--- config.mk ---
export PLATFORM = sky130hd
export DESIGN_NAME = fetch_align
export DESIGN_NICKNAME = d
export VERILOG_FILES = /design/src/rtl/fetch_align.sv
export SDC_FILE = /design/constraint.sdc
export NUM_CORES = 1
export LEC_CHECK = 0
export CORE_MARGIN = 5
export CORE_UTILIZATION = 40
export CTS_CLUSTER_DIAMETER = 80
export DETAILED_ROUTE_END_ITERATION = 16
export PLACE_DENSITY = 0.74
export SLEW_MARGIN = 25
export SYNTH_ARGS = -nofsm -noshare
export SYNTH_HDL_FRONTEND = slang
export SYNTH_SLANG_ARGS = --single-unit
--- constraint.sdc ---
create_clock -name clock -period 8.3 [get_ports clock]
set_input_delay 0.83 -clock clock [delete_from_list [all_inputs] [get_ports clock]]
set_output_delay 0.83 -clock clock [all_outputs]
set_load 0.005 [all_outputs]
--- src/rtl/fetch_align.sv ---
// rtl/fetch_align.sv - instruction fetch with a two-word buffer feeding the decode stage.
// Compressed (RVC) halfword alignment is enabled by defining RVC_EN.
module fetch_align #(
  parameter int XLEN = 32
) (
  input  logic            clock,
  input  logic            reset,
  input  logic [XLEN-1:0] pc,
  input  logic            redirect,
  output logic            imem_req,
  output logic [XLEN-1:0] imem_addr,
  input  logic            imem_ready,
  input  logic            imem_rvalid,
  input  logic [31:0]     imem_rdata,
  output logic            if_valid,
  output logic [31:0]     if_instr,
  output logic            if_rvc,
  output logic            fetch_stall,
  output logic            misalign_fault
);

  localparam int TW = XLEN - 2;

  typedef enum logic [1:0] {IDLE, WAIT, DROP} state_t;

  state_t        state_q;
  logic [TW-1:0] tag_q [2];
  logic [31:0]   data_q [2];
  logic [1:0]    vld_q;
  logic          pend_q;
  logic [TW-1:0] pend_tag_q;

  logic [TW-1:0] w_tag;
  logic [TW-1:0] n_tag;
  logic [1:0]    vld_eff;
  logic          w_hit;
  logic          n_hit;
  logic [31:0]   w_data;
  logic [31:0]   n_data;
  logic          need_n;
  logic          fault;
  logic          req_raw;
  logic [TW-1:0] req_tag;
  logic          wr_sel;
  logic [31:0]   instr_c;
  logic          rvc_c;
  logic          unused_bits;

  assign w_tag = pc[XLEN-1:2];
  assign n_tag = w_tag + TW'(1);

  // A redirect makes the whole buffer stale in the same cycle it is seen.
  assign vld_eff = redirect ? 2'b00 : vld_q;

  always_comb begin
    w_hit  = 1'b0;
    n_hit  = 1'b0;
    w_data = '0;
    n_data = '0;
    for (int i = 0; i < 2; i++) begin
      if (vld_eff[i] && (tag_q[i] == w_tag)) begin
        w_hit  = 1'b1;
        w_data = data_q[i];
      end
      if (vld_eff[i] && (tag_q[i] == n_tag)) begin
        n_hit  = 1'b1;
        n_data = data_q[i];
      end
    end
  end

`ifdef RVC_EN
  assign fault  = 1'b0;
  assign need_n = pc[1] && (w_data[17:16] == 2'b11);

  always_comb begin
    rvc_c   = 1'b0;
    instr_c = w_data;
    if (!pc[1]) begin
      rvc_c   = (w_data[1:0] != 2'b11);
      instr_c = rvc_c ? {16'h0, w_data[15:0]} : w_data;
    end else begin
      rvc_c   = (w_data[17:16] != 2'b11);
      instr_c = rvc_c ? {16'h0, w_data[31:16]} : {n_data[15:0], w_data[31:16]};
    end
  end
`else
  assign fault   = pc[1];
  assign need_n  = 1'b0;
  assign rvc_c   = 1'b0;
  assign instr_c = w_data;
`endif

  // W is always fetched first; once W is present N is either needed or prefetched.
  always_comb begin
    req_raw = 1'b0;
    req_tag = w_tag;
    if ((state_q == IDLE) && !fault) begin
      if (pend_q && !redirect) begin
        req_raw = 1'b1;
        req_tag = pend_tag_q;
      end else if (!w_hit) begin
        req_raw = 1'b1;
        req_tag = w_tag;
      end else if (!n_hit) begin
        req_raw = 1'b1;
        req_tag = n_tag;
      end
    end
  end

  always_comb begin
    if (!vld_q[0]) begin
      wr_sel = 1'b0;
    end else if (!vld_q[1]) begin
      wr_sel = 1'b1;
    end else if (tag_q[0] != w_tag) begin
      wr_sel = 1'b0;
    end else begin
      wr_sel = 1'b1;
    end
  end

  assign imem_req       = req_raw && !reset;
  assign imem_addr      = {req_tag, 2'b00};
  assign if_valid       = w_hit && (!need_n || n_hit) && !redirect && !fault && !reset;
  assign if_instr       = instr_c;
  assign if_rvc         = rvc_c;
  assign fetch_stall    = !if_valid;
  assign misalign_fault = fault && !reset;
  assign unused_bits    = ^{pc[0], n_data};

  always_ff @(posedge clock) begin
    if (reset) begin
      state_q    <= IDLE;
      vld_q      <= 2'b00;
      pend_q     <= 1'b0;
      pend_tag_q <= '0;
    end else begin
      case (state_q)
        IDLE: begin
          if (redirect) begin
            vld_q <= 2'b00;
          end
          pend_q     <= imem_req && !imem_ready;
          pend_tag_q <= req_tag;
          if (imem_req && imem_ready) begin
            state_q <= WAIT;
          end
        end
        WAIT: begin
          if (redirect) begin
            vld_q   <= 2'b00;
            state_q <= imem_rvalid ? IDLE : DROP;
          end else if (imem_rvalid) begin
            tag_q[wr_sel]  <= pend_tag_q;
            data_q[wr_sel] <= imem_rdata;
            vld_q[wr_sel]  <= 1'b1;
            state_q        <= IDLE;
          end
        end
        DROP: begin
          if (redirect) begin
            vld_q <= 2'b00;
          end
          if (imem_rvalid) begin
            state_q <= IDLE;
          end
        end
        default: begin
          state_q <= IDLE;
        end
      endcase
    end
  end

endmodule

==> results of run 1 <==
[final cells by class]
class                   instances  area [µm²]  area share [%]
clock inverters                15       161.4           1.361
repair buffers                148        1444           12.18
clock buffers                  17       425.4           3.588
flip-flops and latches        159        4424           37.32
well taps                     324       405.4           3.419
inverters                      45       168.9           1.425
multi-input cells             753        4827           40.71
[metrics by stage]
| stage | instances | area, µm² |
|---|---|---|
| 3_5_place_dp | 1429 | 11270 |
| 3_3_place_gp | 1429 | 11260 |
| 5_1_grt | 1461 | 11860 |
| 2_1_floorplan | 1051 | 9786 |
| 6_report | 1461 | 11860 |
| 4_1_cts | 1461 | 11860 |
[worst max-delay path, delay by kind of cell]
family	cells	cell delay, ns
AO/OA/AOI/OAI	5	1.33
AND/OR/NAND/NOR	5	2.52
buffers and inverters	3	1.61
[kinds of logic after synthesis]
logic type / synth area share [%]
AO/OA/AOI/OAI: 17.26
XOR/XNOR: 7.972
other: 0.03835
adder cells (fa/ha/maj): 0.1279
AND/OR/NAND/NOR: 22.66
multiplexers: 0.7550
buffers and inverters: 5.937
flip-flops: 45.25
[sequential cells by signal (all words and copies together) (netlist names)]
name,flops
tag_q,60
state_q,2
pend_q,1
data_q,64
vld_q,2
pend_tag_q,30
[report_power, final]
group / total, W / switching, W / internal (W)
sequential: 0.000880 / 0.0000108 / 0.000870
clock: 0.000780 / 0.000376 / 0.000404
combinational: 0.000235 / 0.000137 / 0.0000981
total: 0.00190 / 0.000524 / 0.00137
[worst max path at each step]
stage,slack [ns],depth (start not counted),from,end
finish,1.13,13,pc[8],imem_addr[17]
global route,0.91,13,pc[8],imem_addr[17]
CTS,1.30,13,pc[8],imem_addr[17]
detailed placement,1.31,13,pc[8],imem_addr[17]
global placement,1.24,12,pc[8],imem_addr[22]
floorplan,1.57,6,pc[21],data_q[0][0]
[per-layer routing]
metal / vias up / track usage [%] / routed length [µm] / part of all wire (%)
li1: 4098 / - / - / -
met1: 4273 / 31.67 / 14260 / 43
met2: 427 / 37.09 / 15360 / 47
met3: 49 / 4.594 / 2650 / 8.1
met4: 0 / 6.119 / 639 / 1.9
met5: - / 0 / 0 / 0
[cells in the mapped netlist (all sizes together), types with 4 or more instances]
| library cell | n |
|---|---|
| xor2 | 61 |
| a2111oi | 4 |
| and4 | 4 |
| a311oi | 4 |
| o21a | 4 |
| or4 | 7 |
| o22ai | 5 |
| o211ai | 7 |
| o31a | 4 |
| a31oi | 17 |
| nand4b | 7 |
| or3 | 33 |
| and3 | 14 |
| nand3b | 10 |
| nor3b | 6 |
| a211o | 6 |
| dfxtp | 35 |
| o221ai | 7 |
| o21ai | 44 |
| nor2 | 61 |
| a21o | 6 |
| and2 | 10 |
| o32ai | 6 |
| nor3 | 34 |
| o31ai | 34 |
| a21boi | 4 |
| a211oi | 24 |
| clkbuf | 64 |
| a2bb2oi | 6 |
| nor2b | 10 |
| buf | 30 |
| xnor2 | 28 |
| mux2i | 4 |
| edfxtp | 124 |
| inv | 44 |
| nand2 | 87 |
| a21oi | 41 |
| nand2b | 7 |
| nor4 | 36 |
| nand3 | 38 |
| nand4 | 32 |
==> flow_metrics.py, run 1 <==
metrics = {
    "run_status": {
        "outcome": "completed",
    },
    "power_and_ir_drop": {
        "leakage_nw": 3.870,
        "power_w": 0.001896,
        "pwr_density_cell_nw_per_um2": 159.9,
        "vdd_drop_max_v": 0.0001144,
    },
    "floorplan": {
        "io_pins": 138,
        "core_um2": 24180,
        "die-width_um": 166.4,
        "die_h_um": 166.4,
        "initial_core_util_pct": 40.44,
        "rows": 57,
        "die_area_um2": 27670,
    },
    "worst_hold_path": {
        "min_path_cells": 0,
        "hold_start": "pend_tag_q[8]",
        "min_to": "tag_q[0][8]",
        "min_path_type": "reg2reg",
    },
    "logic_synthesis": {
        "synth_edf_count": 124,
        "synth_top_area_cell": "edfxtp_1",
        "synthFlopType": "edfxtp_1",
        "ys_types": 78,
        "seq_area_frac_synth_pct": 45.25,
        "yosys-top-cells-area": "edfxtp_1, dfxtp_1, xor2_1",
        "synth_seq_cells": 159,
        "netlist_area_um2": 9778,
        "yosys_warnings": 0,
        "syn_inst": 1049,
        "synth_async_sr_flop_share_pct": 0,
        "synth.avg_cell_area_um2": 9.321,
        "yosys.area.top_type_share_pct": 38.08,
    },
    "sta": {
        "hold_viol": 0,
        "max_freq_mhz": 139.5,
        "rsz0062_at_grt": "no",
        "fin_crit_sh_pct": 86.34,
        "min_period_ns": 7.167,
        "tns_ns": 0,
        "setup_slack_ns": 1.133,
        "drv_slew": 0,
        "holdWs_ns": 0.4635,
        "worst_pin_slew_ns": 0.9368,
        "setup_viol": 0,
        "relSlewSlack_pct": 37.55,
        "finClkSkew_ns": 0.008448,
    },
    "global_routing": {
        "antenna_found_initial": 1,
        "grt_pass1_vias": 8308,
        "grt_pass1_wl_um": 49780,
        "grt_max_degree": 65,
        "gr-total-overflow": 0,
        "track_usage_pct": 22.94,
    },
    "routing": {
        "wire_per_inst_um": 22.53,
        "vias": 8847,
        "ant_nets": 0,
        "totalWireLength_um": 32920,
        "drt_iter0_drc": 949,
        "detail_route.first_pass.iterations": 6,
        "routed_via_density": 6.055,
        "drc": 0,
    },
    "cts": {
        "cts_resized": 0,
        "clkSinkCount": 159,
        "holdBufCountCts": 0,
        "cts_root_buf": "clkbuf_16",
        "h-tree-depth": 4,
        "clockBufferDepth": 2,
        "post_cts_buffers": 0,
        "clk_pin_slew_ns": 0.07,
        "tritoncts": "done",
        "numCtsBuffers": 17,
        "clock_latency_ns": 0.43,
    },
    "critical_path": {
        "cp.arrival_ns": 6.34,
        "path_class": "in2out",
        "cp.required_ns": 7.47,
        "r2r_slack_ns": 3.83,
        "worstPathCellList": "clkdlybuf4s50_1 > nand3_1 > or4_4 > o31a_1 > a2111oi_0 > nand4b_1 > nor4_1 > a211oi_4 > buf_4 > nand2_1 > o22ai_1 > a21oi_1 > clkdlybuf4s50_1",
        "path_common_cell": "clkdlybuf4s50_1",
        "rr_worst_depth": 10,
        "timing.rr.start": "tag_q[0][24]",
        "crit_slowest_cell": "or4_4",
        "cp-start-kind": "input port",
        "r2r-end": "pend_tag_q[27]",
        "max_stage_delay_ns": 0.83,
        "endpoint_kind": "output pin",
        "critPathMaxFanout": 31,
    },
    "layout": {
        "area_growth_pct": 21.25,
        "n_antenna_cell": 0,
        "final_common_cell": "clkdlybuf4s50_1",
        "fin_nets": 1194,
        "fin_util_pct": 49.04,
        "drive_gt1_share_pct": 5.981,
        "num-fill-cells": 2257,
        "mostFrequentLayoutCells": "clkdlybuf4s50_1, edfxtp_1, nand2_1",
    },
    "flow_run": {
        "maxCapViolations": 0,
    },
    "placed_design": {
        "hpwl_um": 23420,
        "io_buffer_count": 133,
        "gp_congestion": 0.9729,
        "pre_cts_ws_ns": 1.307,
    },
}
No activity file was read; power rests on OpenSTA's default activity.
==> run 2, diff against run 1 <==
- DONT_BUFFER_PORTS: not set -> 1
- PLACE_DENSITY: 0.74 -> 0.66
==> flow_metrics.py, run 2 (synthesis gave the netlist of run 1 again) <==
metrics = {
    "run_status": {
        "outcome": "completed",
    },
    "placed_design": {
        "gp_congestion": 0.9660,
        "hpwl_um": 22550,
        "io_buffer_count": 0,
    },
    "layout": {
        "final_common_cell": "edfxtp_1",
        "area_growth_pct": 7.767,
        "largest_reg_flops": 64,
        "largest-register": "data_q",
        "multiInputGateArea_um2": 4850,
        "fin_util_pct": 43.59,
        "fin_nets": 1059,
        "mostFrequentLayoutCells": "edfxtp_1, nand2_1, xor2_1",
        "drive_gt1_share_pct": 6.886,
        "register_area_um2": 4424,
        "n_antenna_cell": 0,
        "num-fill-cells": 2297,
        "reg_top3": "data_q: 64 flops, tag_q: 60 flops, pend_tag_q: 30 flops",
    },
    "routing": {
        "wire_per_inst_um": 24.00,
        "totalWireLength_um": 31830,
        "routed_via_density": 6.292,
        "drc": 0,
        "ant_nets": 0,
        "drt_iter0_drc": 792,
        "detail_route.first_pass.iterations": 7,
        "vias": 8343,
    },
    "sta": {
        "tns_ns": 0,
        "rsz0062_at_grt": "no",
        "fin_crit_sh_pct": 71.58,
        "min_period_ns": 5.941,
        "drv_slew": 0,
        "worst_pin_slew_ns": 0.9474,
        "hold_viol": 0,
        "relSlewSlack_pct": 36.32,
        "max_freq_mhz": 168.3,
        "finClkSkew_ns": 0.01252,
        "setup_viol": 0,
    },
    "floorplan": {
        "die_h_um": 166.4,
        "core_um2": 24180,
        "die_area_um2": 27670,
        "initial_core_util_pct": 40.44,
        "rows": 57,
        "die-width_um": 166.4,
        "io_pins": 138,
    },
    "cts": {
        "clock_latency_ns": 0.43,
        "clockBufferDepth": 2,
        "clkSinkCount": 159,
        "holdBufCountCts": 0,
        "cts_root_buf": "clkbuf_16",
        "numCtsBuffers": 17,
        "post_cts_buffers": 0,
        "tritoncts": "done",
        "h-tree-depth": 4,
        "cts_resized": 0,
        "clk_pin_slew_ns": 0.08,
    },
    "global_routing": {
        "track_usage_pct": 22.19,
        "grt_max_degree": 66,
        "gr-total-overflow": 0,
        "grt_pass1_wl_um": 47890,
        "antenna_found_initial": 0,
        "grt_pass1_vias": 7678,
    },
    "critical_path": {
        "cp-start-kind": "register",
        "cp.arrival_ns": 5.11,
        "cp.required_ns": 7.47,
        "critPathMaxFanout": 36,
        "path_class": "reg2out",
        "endpoint_kind": "output pin",
    },
    "power_and_ir_drop": {
        "leakage_nw": 3.360,
        "pwr_density_cell_nw_per_um2": 171.9,
        "vdd_drop_max_v": 0.00009540,
    },
    "flow_run": {
        "maxCapViolations": 0,
    },
    "worst_hold_path": {
        "min_path_type": "reg2reg",
    },
}
[run 2: metal layers]
metal | part of all wire (%) | track usage, % | routed length (µm)
met3 | 9.4 | 6.617 | 3006
met4 | 1.5 | 5.301 | 464
met1 | 41 | 28.70 | 13080
met2 | 48 | 36.86 | 15270
met5 | 0 | 0 | 0
[run 2: power by group]
group          leakage [nW]  internal [W]  switching, W
combinational          1.66     0.0000545     0.0000960
clock                 0.288      0.000405      0.000375
sequential             1.42      0.000870     0.0000109
[run 2: layout make-up]
type	count	share of cell area, %
timing repair buffer	13	0.9261
tap	324	3.847
clock buffer	18	4.073
inverter	45	1.603
clock inverter	14	1.544
sequential	159	41.99
multi-input combinational	753	46.02
[run 2: through the flow]
step | cell area [µm²] | std cells | hold slack, ns | worst slack [ns] | power [W]
2_1_floorplan | 9786 | 1051 | 0.4256 | 1.573 | 0.001024
3_5_place_dp | 9933 | 1294 | 0.4423 | 2.129 | 0.001046
6_report | 10540 | 1326 | 0.4546 | 2.359 | 0.001811
5_1_grt | 10540 | 1326 | 0.4462 | 2.132 | 0.001876
4_1_cts | 10530 | 1326 | 0.4486 | 2.098 | 0.001820
3_3_place_gp | 9926 | 1294 | 0.4376 | 2.332 | 0.001044
[run 2: final timing paths]
check | to | slack [ns] | start | cells past startpoint
setup / recovery | imem_addr[28] | 2.36 | tag_q[0][6] | 11
hold / removal | tag_q[0][8] | 0.45 | pend_tag_q[8] | 0
setup reg to reg | pend_tag_q[12] | 3.44 | tag_q[0][6] | 11
hold reg to reg | tag_q[0][8] | 0.45 | pend_tag_q[8] | 0
[run 2: critical path: stages, from the launching register on]
cell,delay (ns)
edfxtp_1,0.49
xor2_1,0.21
nor4_1,0.47
nand4b_1,0.13
nand4b_1,0.25
or4b_2,1.09
and2_1,0.38
a211oi_4,0.66
buf_4,0.40
a21o_1,0.17
and2_1,0.12
a2bb2oi_1,0.29
